**config.mk**
```make
export PLATFORM = sky130hd
export DESIGN_NAME = nmos_pmos
export DESIGN_NICKNAME = d
export VERILOG_FILES = /design/src/rtl/nmos_pmos.sv
export SDC_FILE = /design/constraint.sdc
export NUM_CORES = 1
export LEC_CHECK = 0
export CORE_ASPECT_RATIO = 0.5
export CORE_MARGIN = 3
export CORE_UTILIZATION = 42
export DETAILED_ROUTE_END_ITERATION = 12
export PLACE_DENSITY_LB_ADDON = 0.3
export SYNTH_ARGS = -nofsm -noshare
export SYNTH_HDL_FRONTEND = slang
export SYNTH_SLANG_ARGS = --single-unit
```
**constraint.sdc**
```tcl
create_clock -name clk -period 1.35 [get_ports clk]
set_clock_uncertainty 0.2 [all_clocks]
set_input_delay 0.2025 -clock clk [delete_from_list [all_inputs] [get_ports clk]]
set_output_delay 0.2025 -clock clk [all_outputs]
set_load 0.05 [all_outputs]
```
**src/rtl/nmos_pmos.sv**
```systemverilog
// ============================================================================
// nmos_pmos : registered 4-state nMOS/pMOS switch pair evaluator, N lanes
// Rev 1.0
// ============================================================================
`default_nettype none

module nmos_pmos #(
  parameter int N = 4
) (
  input  logic           clk,
  input  logic           rst_n,
  input  logic           in_valid,
  input  logic [2*N-1:0] ngate,
  input  logic [2*N-1:0] nsrc,
  input  logic [2*N-1:0] pgate,
  input  logic [2*N-1:0] psrc,
  output logic           out_valid,
  output logic [2*N-1:0] n_drain,
  output logic [2*N-1:0] p_drain,
  output logic [2*N-1:0] drain,
  output logic [N-1:0]   contention
);

  localparam logic [1:0] C_L0 = 2'b00;
  localparam logic [1:0] C_L1 = 2'b01;
  localparam logic [1:0] C_LZ = 2'b10;
  localparam logic [1:0] C_LX = 2'b11;

  // on_lvl is the gate level that closes the switch (1 for nMOS, 0 for pMOS).
  function automatic logic [1:0] f_switch(input logic [1:0] gate,
                                          input logic [1:0] src,
                                          input logic       on_lvl);
    logic [1:0] res;
    if (gate == {1'b0, on_lvl}) begin
      res = src;
    end else if (gate == {1'b0, ~on_lvl}) begin
      res = C_LZ;
    end else begin
      res = (src == C_LZ) ? C_LZ : C_LX;
    end
    return res;
  endfunction

  function automatic logic [1:0] f_resolve(input logic [1:0] a,
                                           input logic [1:0] b);
    logic [1:0] res;
    if (a == C_LZ) begin
      res = b;
    end else if (b == C_LZ) begin
      res = a;
    end else if (a == b) begin
      res = a;
    end else begin
      res = C_LX;
    end
    return res;
  endfunction

  function automatic logic f_fight(input logic [1:0] a,
                                   input logic [1:0] b);
    return ((a == C_L0) && (b == C_L1)) || ((a == C_L1) && (b == C_L0));
  endfunction

  logic [2*N-1:0] n_drain_d;
  logic [2*N-1:0] p_drain_d;
  logic [2*N-1:0] drain_d;
  logic [N-1:0]   contention_d;

  logic           out_valid_q;
  logic [2*N-1:0] n_drain_q;
  logic [2*N-1:0] p_drain_q;
  logic [2*N-1:0] drain_q;
  logic [N-1:0]   contention_q;

  for (genvar i = 0; i < N; i++) begin : g_lane
    assign n_drain_d[2*i +: 2] = f_switch(ngate[2*i +: 2], nsrc[2*i +: 2], 1'b1);
    assign p_drain_d[2*i +: 2] = f_switch(pgate[2*i +: 2], psrc[2*i +: 2], 1'b0);
    assign drain_d[2*i +: 2]   = f_resolve(n_drain_d[2*i +: 2], p_drain_d[2*i +: 2]);
    assign contention_d[i]     = f_fight(n_drain_d[2*i +: 2], p_drain_d[2*i +: 2]);
  end

  // Data registers only load on valid input so results hold across idle cycles.
  always_ff @(posedge clk or negedge rst_n) begin
    if (!rst_n) begin
      out_valid_q  <= 1'b0;
      n_drain_q    <= {N{C_LZ}};
      p_drain_q    <= {N{C_LZ}};
      drain_q      <= {N{C_LZ}};
      contention_q <= '0;
    end else begin
      out_valid_q <= in_valid;
      if (in_valid) begin
        n_drain_q    <= n_drain_d;
        p_drain_q    <= p_drain_d;
        drain_q      <= drain_d;
        contention_q <= contention_d;
      end
    end
  end

  assign out_valid  = out_valid_q;
  assign n_drain    = n_drain_q;
  assign p_drain    = p_drain_q;
  assign drain      = drain_q;
  assign contention = contention_q;

endmodule

`default_nettype wire

```
==> run_results.csv, run 1 <==
group,metric,value,unit
sta,fmax,0.707,GHz
placed_design,place_ws,-0.562,ns
cts,root_buffer,"clkbuf_8",
critical_path,rr_endpoint,"p_drain[1]$_DFFE_PN1P_",
logic_synthesis,syn_area_per_cell,9.91,µm²
logic_synthesis,synthFlopType,"dfrtp_1",
hold_path,hold_class,"input port to asynchronous set/reset pin",
pwr,power,2.94,mW
logic_synthesis,synth_cell_type_count,34,
cells_and_area,layout_commonest_cell,"buf_4",
sta,timing.slew.headroom,78.4,%
logic_synthesis,synthCells,154,
placed_design,place.gp.congestion,0.806,
sta,finalHoldViolCount,0,
flow_run,drv_cap,0,
floorplan,initial_core_util,47.4,%
floorplan,pin_count,64,
floorplan,fp.dieH,48.6,µm
floorplan,rows,14,
critical_path,r2r_cells,3,
cells_and_area,drive_gt1_share,46.8,%
drt,routed-via-count,1691,
floorplan,core_area,0.00322,mm²
floorplan,die_width,91.3,µm
floorplan,die_area,0.00444,mm²
logic_synthesis,syn_area,0.00153,mm²
sta,post-route-min-period,1.42,ns
logic_synthesis,synth_edf_count,0,
cts,h-tree-depth,2,
grt,first_global_vias,1678,
sta,min_period_over_period,105,%
cells_and_area,post-route-util,92.7,%
cells_and_area,seq_area,741,µm²
cells_and_area,nets,287,
placed_design,dp_hpwl,3.56,mm
pwr,leakage,1.43,nW
sta,setup_tns,-0.599,ns
critical_path,max_stage_delay,0.45,ns
placed_design,portBuffers,63,
critical_path,crit_chain,"clkdlybuf4s50_1 > buf_4 > nor3_4 > o21ai_0 > o21ai_1 > o22ai_2",
cells_and_area,fin_area,0.00299,mm²
logic_synthesis,ys_async_sr_fraction,100,%
drt,antenna_left,0,
drt,detail_route.wl_per_cell,21.1,µm
pwr,power-per-cell-area,983,mW/mm²
pwr,ir_drop,621,µV
cts,clkTransAtPathRegs,0.06,ns
critical_path,worstPathRequired,1.36,ns
critical_path,critical-path-top-delay-family,"buffers and inverters",
grt,overflow,0,
grt,track_usage,22.6,%
critical_path,rrSetupSlack,0.17,ns
drt,viasPerCell,5.64,
sta,whs,0.0736,ns
grt,grt_pass1_wl,7.91,mm
cells_and_area,antenna_cells,0,
logic_synthesis,yosysWarnings,0,
critical_path,end_kind,"flop",
drt,wirelength,6.32,mm
critical_path,startpoint,"psrc[3]",
logic_synthesis,synth-seq-cells,29,
cts,tritoncts,"built",
cells_and_area,area.growth.synth_to_final,95.7,%
cts,insertion_delay,0.29,ns
cells_and_area,instances_no_fill,300,
critical_path,reg2reg_from,"p_drain[1]$_DFFE_PN1P_",
status,status,"finished with violations",
critical_path,worstPathMaxFanout,3,
cts,numCtsBuffers,5,
drt,drt_iter0_drc,74,
logic_synthesis,syn-num-nets,190,
cts,numClockSinks,29,
cells_and_area,multi_input_area,848,µm²
cts,cts_hold_buf,0,
sta,tightest_slew,0.324,ns
cells_and_area,final_cell_mix,"buf_4 (31), buf_12 (30), nor2_1 (18), dfrtp_1 (17), inv_1 (16)",
sta,rsz0062_at_grt,"yes",
critical_path,crit_cells,6,
sta,layout_setup_ws,-0.0651,ns
cells_and_area,fill_cells,120,
logic_synthesis,ys_seq_area_share,48.5,%
critical_path,critPathBufInv,2,
cts,cts_buffer_depth,2,
sta,setup_viol,16,
status,violations,"negative setup slack",
critical_path,critPathSlowestCell,"clkdlybuf4s50_1",
critical_path,startpoint_type,"input port",
grt,grt_start_max_net_pins,30,
drt,firstDrtPassIters,4,
critical_path,crit_type,"input port to flop",
placed_design,place_area,0.00270,mm²
critical_path,cp-endpoint,"drain[3]$_DFFE_PN1P_",
placed_design,dpl.cell_count,287,
critical_path,arrival,1.42,ns
grt,antenna_found_initial,0,
sta,drv_slew,0,
drt,drc,0,
layer usage:
layer,wire [µm],track usage (%),vias up
li1,-,-,730
met1,2270,23.4,841
met2,3510,45.4,93
met3,300,3.87,27
met4,238,8.25,0
met5,0,0,-
synth_stat cells, types with 4 or more instances:
library cell | number | area share [%]
nor3b_1 | 4 | 2.0
a21oi_1 | 15 | 4.9
dfstp_2 | 12 | 21
nand3_1 | 4 | 1.3
nand2b_1 | 6 | 2.5
o22ai_1 | 4 | 1.6
mux2_2 | 9 | 6.6
nor2_1 | 18 | 4.4
o21ai_0 | 8 | 2.6
buf_2 | 4 | 1.3
dfrtp_1 | 17 | 28
inv_1 | 16 | 3.9
xnor2_1 | 4 | 2.3
timing repair:
item	in CTS	in global routing
setup buffers	3	2
setup endpoints to repair	30	26
endpoints found under the hold margin	0	0
pin swaps	14	8
resized for setup	31	30
registers in the layout, summed over array words and instances (netlist names):
name and count:
out_valid 1, contention 4, n_drain 8, drain 8
p_drain 8
cells by family (layout without fill, tap and decap cells):
kind of cell    after synthesis  after routing  synth area share, %
simple gates                 47             47                 17.5
compound gates               42             42                 18.0
flops                        29             29                 48.5
buf+inv                      21            119                 5.49
mux                          10             10                 7.30
xor+xnor                      4              4                 2.29
fa+ha+maj                     1              1                0.820
worst min path at each step:
stage,slack (ns),cells past startpoint,endpoint
after global routing,0.1,2,contention[2]$_DFFE_PN0P_
final,0.07,2,n_drain[0]$_DFFE_PN0P_
after CTS,0.08,2,p_drain[6]$_DFFE_PN0P_
after detailed placement,0.30,2,p_drain[5]$_DFFE_PN1P_
after global placement,0.29,2,drain[5]$_DFFE_PN1P_
after floorplan,-0.29,0,contention[0]$_DFFE_PN0P_
power breakdown:
| part | internal, mW | switching [mW] |
|---|---|---|
| clock | 0.460 | 0.353 |
| sequential | 0.961 | 0.0895 |
| combinational | 0.527 | 0.545 |
area by class of cell:
type                       instances  area share [%]
multi-input combinational        104            28.4
inverter                          16            2.01
clock buffer                       7            3.22
timing repair buffer              95            39.4
tap                               48            2.01
clock inverter                     1           0.168
sequential                        29            24.8
Note: power is estimated with default switching activity, not from simulation.
==> run 2: changes to the inputs <==
Clock period 1.35 ns to 1.4 ns, I/O delays scaled along.
==> run_results.csv, run 2 (synthesized netlist as in run 1, its figures left out) <==
group,metric,value,unit
hold_path,hold_class,"input port to asynchronous set/reset pin",
cts,numCtsBuffers,5,
sta,finalHoldViolCount,0,
drt,viasPerCell,5.23,
cts,cts_buffer_depth,2,
cts,clkTransAtPathRegs,0.07,ns
sta,setup_tns,-0.000992,ns
cells_and_area,layout_commonest_cell,"buf_4",
grt,overflow,0,
cells_and_area,fin_area,0.00291,mm²
grt,grt_start_max_net_pins,30,
critical_path,max_stage_delay,0.56,ns
cells_and_area,post-route-util,90.1,%
sta,rsz0062_at_grt,"yes",
drt,antenna_left,0,
pwr,ir_drop,602,µV
critical_path,critical-path-top-delay-family,"flip-flops",
cells_and_area,area.growth.synth_to_final,90.3,%
drt,drt_iter0_drc,53,
grt,track_usage,22.4,%
cells_and_area,antenna_cells,0,
sta,drv_slew,0,
sta,tightest_slew,0.335,ns
critical_path,worstPathMaxFanout,2,
sta,min_period_over_period,100,%
critical_path,critPathSlowestCell,"dfstp_2",
drt,drc,0,
placed_design,dp_hpwl,3.56,mm
sta,layout_setup_ws,-0.000992,ns
floorplan,core_area,0.00322,mm²
placed_design,portBuffers,63,
floorplan,die_area,0.00444,mm²
sta,timing.slew.headroom,77.6,%
cells_and_area,drive_gt1_share,43.7,%
pwr,leakage,1.35,nW
cts,h-tree-depth,2,
sta,post-route-min-period,1.40,ns
drt,routed-via-count,1568,
drt,firstDrtPassIters,4,
grt,first_global_vias,1686,
floorplan,rows,14,
placed_design,place_area,0.00270,mm²
cts,root_buffer,"clkbuf_8",
cts,numClockSinks,29,
flow_run,drv_cap,0,
floorplan,initial_core_util,47.4,%
cts,tritoncts,"built",
critical_path,arrival,0.99,ns
critical_path,worstPathRequired,0.99,ns
critical_path,crit_type,"flop to output pin",
sta,whs,0.0770,ns
critical_path,crit_chain,"buf_12",
cells_and_area,instances_no_fill,300,
cts,insertion_delay,0.29,ns
critical_path,startpoint_type,"flop",
cts,cts_hold_buf,0,
critical_path,end_kind,"output pin",
sta,fmax,0.714,GHz
floorplan,pin_count,64,
floorplan,fp.dieH,48.6,µm
status,status,"finished with violations",
status,violations,"negative setup slack",
drt,wirelength,4.87,mm
drt,detail_route.wl_per_cell,16.2,µm
cells_and_area,final_cell_mix,"buf_4 (31), buf_12 (30), nor2_1 (18), dfrtp_1 (17), inv_1 (16)",
sta,setup_viol,1,
grt,grt_pass1_wl,7.83,mm
placed_design,dpl.cell_count,287,
critical_path,critPathBufInv,1,
placed_design,place.gp.congestion,0.806,
pwr,power-per-cell-area,954,mW/mm²
floorplan,die_width,91.3,µm
grt,antenna_found_initial,0,
cells_and_area,nets,287,
[run 2: changes by cell type in the layout (fill, tap and decap cells not counted), sizes merged]
cell           previous run  this run
clkdlybuf4s50             6        15
dlymetal6s2s             11         5
clkbuf                    8         7
dlygate4sd2              15        13
[run 2: worst paths after layout]
kind | from | endpoint | slack (ns) | cells past startpoint
max in group asynchronous | rst_n | drain[5]$_DFFE_PN1P_ | 0.68 | 2
setup reg to reg | drain[3]$_DFFE_PN1P_ | drain[3]$_DFFE_PN1P_ | 0.30 | 3
hold reg to reg | p_drain[5]$_DFFE_PN1P_ | p_drain[5]$_DFFE_PN1P_ | 0.31 | 2
setup / recovery | n_drain[7]$_DFFE_PN1P_ | n_drain[7] | -0.001 | 1
hold / removal | rst_n | drain[0]$_DFFE_PN0P_ | 0.08 | 2
min in group clk | pgate[0] | drain[1]$_DFFE_PN1P_ | 0.24 | 5
[run 2: what timing repair did]
action                                  CTS  global route
resized for setup                        23            14
buffers inserted                          2             3
pin swaps                                 9             4
endpoints found under the hold margin     0             0
endpoints found under the setup margin   10            20
[run 2: report_power, final]
part           leakage [nW]  internal (mW)  total, mW  switching (mW)
logic                 0.967          0.501      0.982           0.481
registers             0.328          0.927       1.01          0.0786
clock network        0.0542          0.444      0.785           0.341
total                  1.35           1.87       2.77           0.900
[run 2: per-stage QoR]
stage / total power [mW] / setup WS, ns
after floorplan: 1.41 / 0.0781
after global placement: 1.94 / -0.412
after detailed placement: 1.97 / -0.519
after CTS: 2.75 / -0.00213
after global routing: 2.86 / -0.0348
final: 2.77 / -0.000992
[run 2: area by class of cell]
cell class	count	area, µm²
flip-flops and latches	29	741
fillers	141	318
repair buffers	95	1170
inverters	16	60.1
clock inverters	1	5.00
well taps	48	60.1
clock buffers	7	96.3
multi-input cells	104	773
[run 2: layer usage]
layer | share of wire [%] | global-route usage, % | up-vias
met5 | 0 | 0 | -
met4 | 2.1 | 9.50 | 0
met3 | 4.0 | 4.02 | 11
met2 | 57 | 45.6 | 53
met1 | 37 | 22.4 | 773
li1 | - | - | 731
==> run 3: changes to the inputs <==
--- a/config.mk
+++ b/config.mk
@@ -6,4 +6,5 @@
 export NUM_CORES = 1
 export LEC_CHECK = 0
+export CAP_MARGIN = 20
 export CORE_ASPECT_RATIO = 0.5
 export CORE_MARGIN = 3
==> constraint.sdc (replaced) <==
create_clock -name clk -period 1.4 [get_ports clk]
set_clock_uncertainty 0.2 [all_clocks]
set_input_delay 0.35 -clock clk [delete_from_list [all_inputs] [get_ports clk]]
set_output_delay 0.35 -clock clk [all_outputs]
set_load 0.05 [all_outputs]
==> run_results.csv, run 3 (synthesized netlist as in run 1, its figures left out) <==
group,metric,value,unit
critical_path,worstPathRequired,0.85,ns
critical_path,crit_chain,"buf_12",
sta,fmax,0.642,GHz
placed_design,place.gp.congestion,0.806,
grt,antenna_found_initial,0,
drt,drc,0,
pwr,ir_drop,680,µV
cts,tritoncts,"built",
pwr,power,2.75,mW
sta,layout_setup_ws,-0.158,ns
sta,setup_tns,-2.37,ns
sta,post-route-min-period,1.56,ns
floorplan,initial_core_util,47.4,%
drt,viasPerCell,5.70,
drt,routed-via-count,1745,
cts,root_buffer,"clkbuf_8",
drt,firstDrtPassIters,4,
floorplan,die_width,91.3,µm
critical_path,rrSetupSlack,0.17,ns
placed_design,portBuffers,63,
grt,track_usage,25.3,%
floorplan,pin_count,64,
drt,drt_iter0_drc,114,
floorplan,fp.dieH,48.6,µm
cts,clkTransAtPathRegs,0.07,ns
sta,whs,0.217,ns
grt,grt_start_max_net_pins,30,
cts,cts_buffer_depth,2,
floorplan,core_area,0.00322,mm²
cts,insertion_delay,0.28,ns
critical_path,critical-path-top-delay-family,"flip-flops",
sta,tightest_slew,0.350,ns
cells_and_area,antenna_cells,0,
drt,wirelength,6.60,mm
critical_path,critPathSlowestCell,"dfstp_2",
cts,cts_hold_buf,0,
sta,timing.slew.headroom,76.6,%
sta,rsz0062_at_grt,"yes",
cells_and_area,nets,293,
pwr,leakage,1.38,nW
drt,antenna_left,0,
floorplan,die_area,0.00444,mm²
critical_path,arrival,1.01,ns
status,status,"finished with violations",
sta,drv_slew,0,
grt,first_global_vias,1733,
sta,setup_viol,34,
grt,grt_pass1_wl,8.67,mm
cts,numClockSinks,29,
critical_path,critPathBufInv,1,
cts,h-tree-depth,2,
grt,overflow,0,
cells_and_area,layout_commonest_cell,"buf_4",
hold_path,hold_class,"input port to asynchronous set/reset pin",
placed_design,place_area,0.00270,mm²
cells_and_area,fin_area,0.00294,mm²
cells_and_area,drive_gt1_share,48.4,%
flow_run,drv_cap,0,
cells_and_area,post-route-util,91.1,%
sta,min_period_over_period,111,%
critical_path,crit_type,"flop to output pin",
drt,detail_route.wl_per_cell,21.6,µm
sta,finalHoldViolCount,0,
critical_path,startpoint_type,"flop",
floorplan,rows,14,
cells_and_area,final_cell_mix,"buf_4 (34), buf_12 (30), dlygate4sd2_1 (23), nor2_1 (18), dfrtp_1 (17)",
critical_path,max_stage_delay,0.58,ns
cells_and_area,area.growth.synth_to_final,92.5,%
status,violations,"negative setup slack",
critical_path,end_kind,"output pin",
critical_path,worstPathMaxFanout,2,
pwr,power-per-cell-area,937,mW/mm²
cts,numCtsBuffers,5,
placed_design,dp_hpwl,3.62,mm
run 3: repair_timing:
item / in CTS / in global routing
buffers inserted: 6 / 4
gates resized for setup: 61 / 15
setup endpoints to repair: 50 / 52
pin swaps: 21 / 6
gates cloned: 0 / 1
run 3: area by class of cell:
type                            count  area, µm²
Clock buffer                        5       68.8
Clock inverter                      3       17.5
Fill cell                         143        285
Inverter                           16       60.1
Multi-Input combinational cell    104        813
Sequential cell                    29        741
Tap cell                           48       60.1
Timing Repair Buffer              101       1180
run 3: metal layers:
metal	wire length, µm	track usage (%)	vias up
li1	-	-	746
met1	2360	25.8	849
met2	3570	49.9	121
met3	412	4.64	29
met4	261	12.3	0
met5	0	0	-
run 3: path summary, 6_finish.rpt:
path,startpoint,to,cells past startpoint
setup / recovery,p_drain[5]$_DFFE_PN1P_,p_drain[5],1
hold / removal,rst_n,p_drain[0]$_DFFE_PN0P_,2
setup reg to reg,drain[3]$_DFFE_PN1P_,drain[3]$_DFFE_PN1P_,4
hold reg to reg,drain[5]$_DFFE_PN1P_,drain[5]$_DFFE_PN1P_,2
max in group asynchronous,rst_n,drain[5]$_DFFE_PN1P_,2
min in group clk,psrc[5],contention[2]$_DFFE_PN0P_,5
run 3: per-stage QoR:
step,instances,worst slack (ns)
after CTS,301,-0.157
final,306,-0.158
after floorplan,154,-0.0619
after global placement,287,-0.552
after detailed placement,287,-0.640
after global routing,306,-0.188
run 3: power breakdown:
| group | internal [mW] | total (mW) | switching [mW] | leakage (nW) |
|---|---|---|---|---|
| Combinational | 0.507 | 1.04 | 0.534 | 1.00 |
| Sequential | 0.926 | 1.01 | 0.0846 | 0.328 |
| Clock | 0.343 | 0.701 | 0.358 | 0.0439 |
| Total | 1.78 | 2.75 | 0.977 | 1.38 |
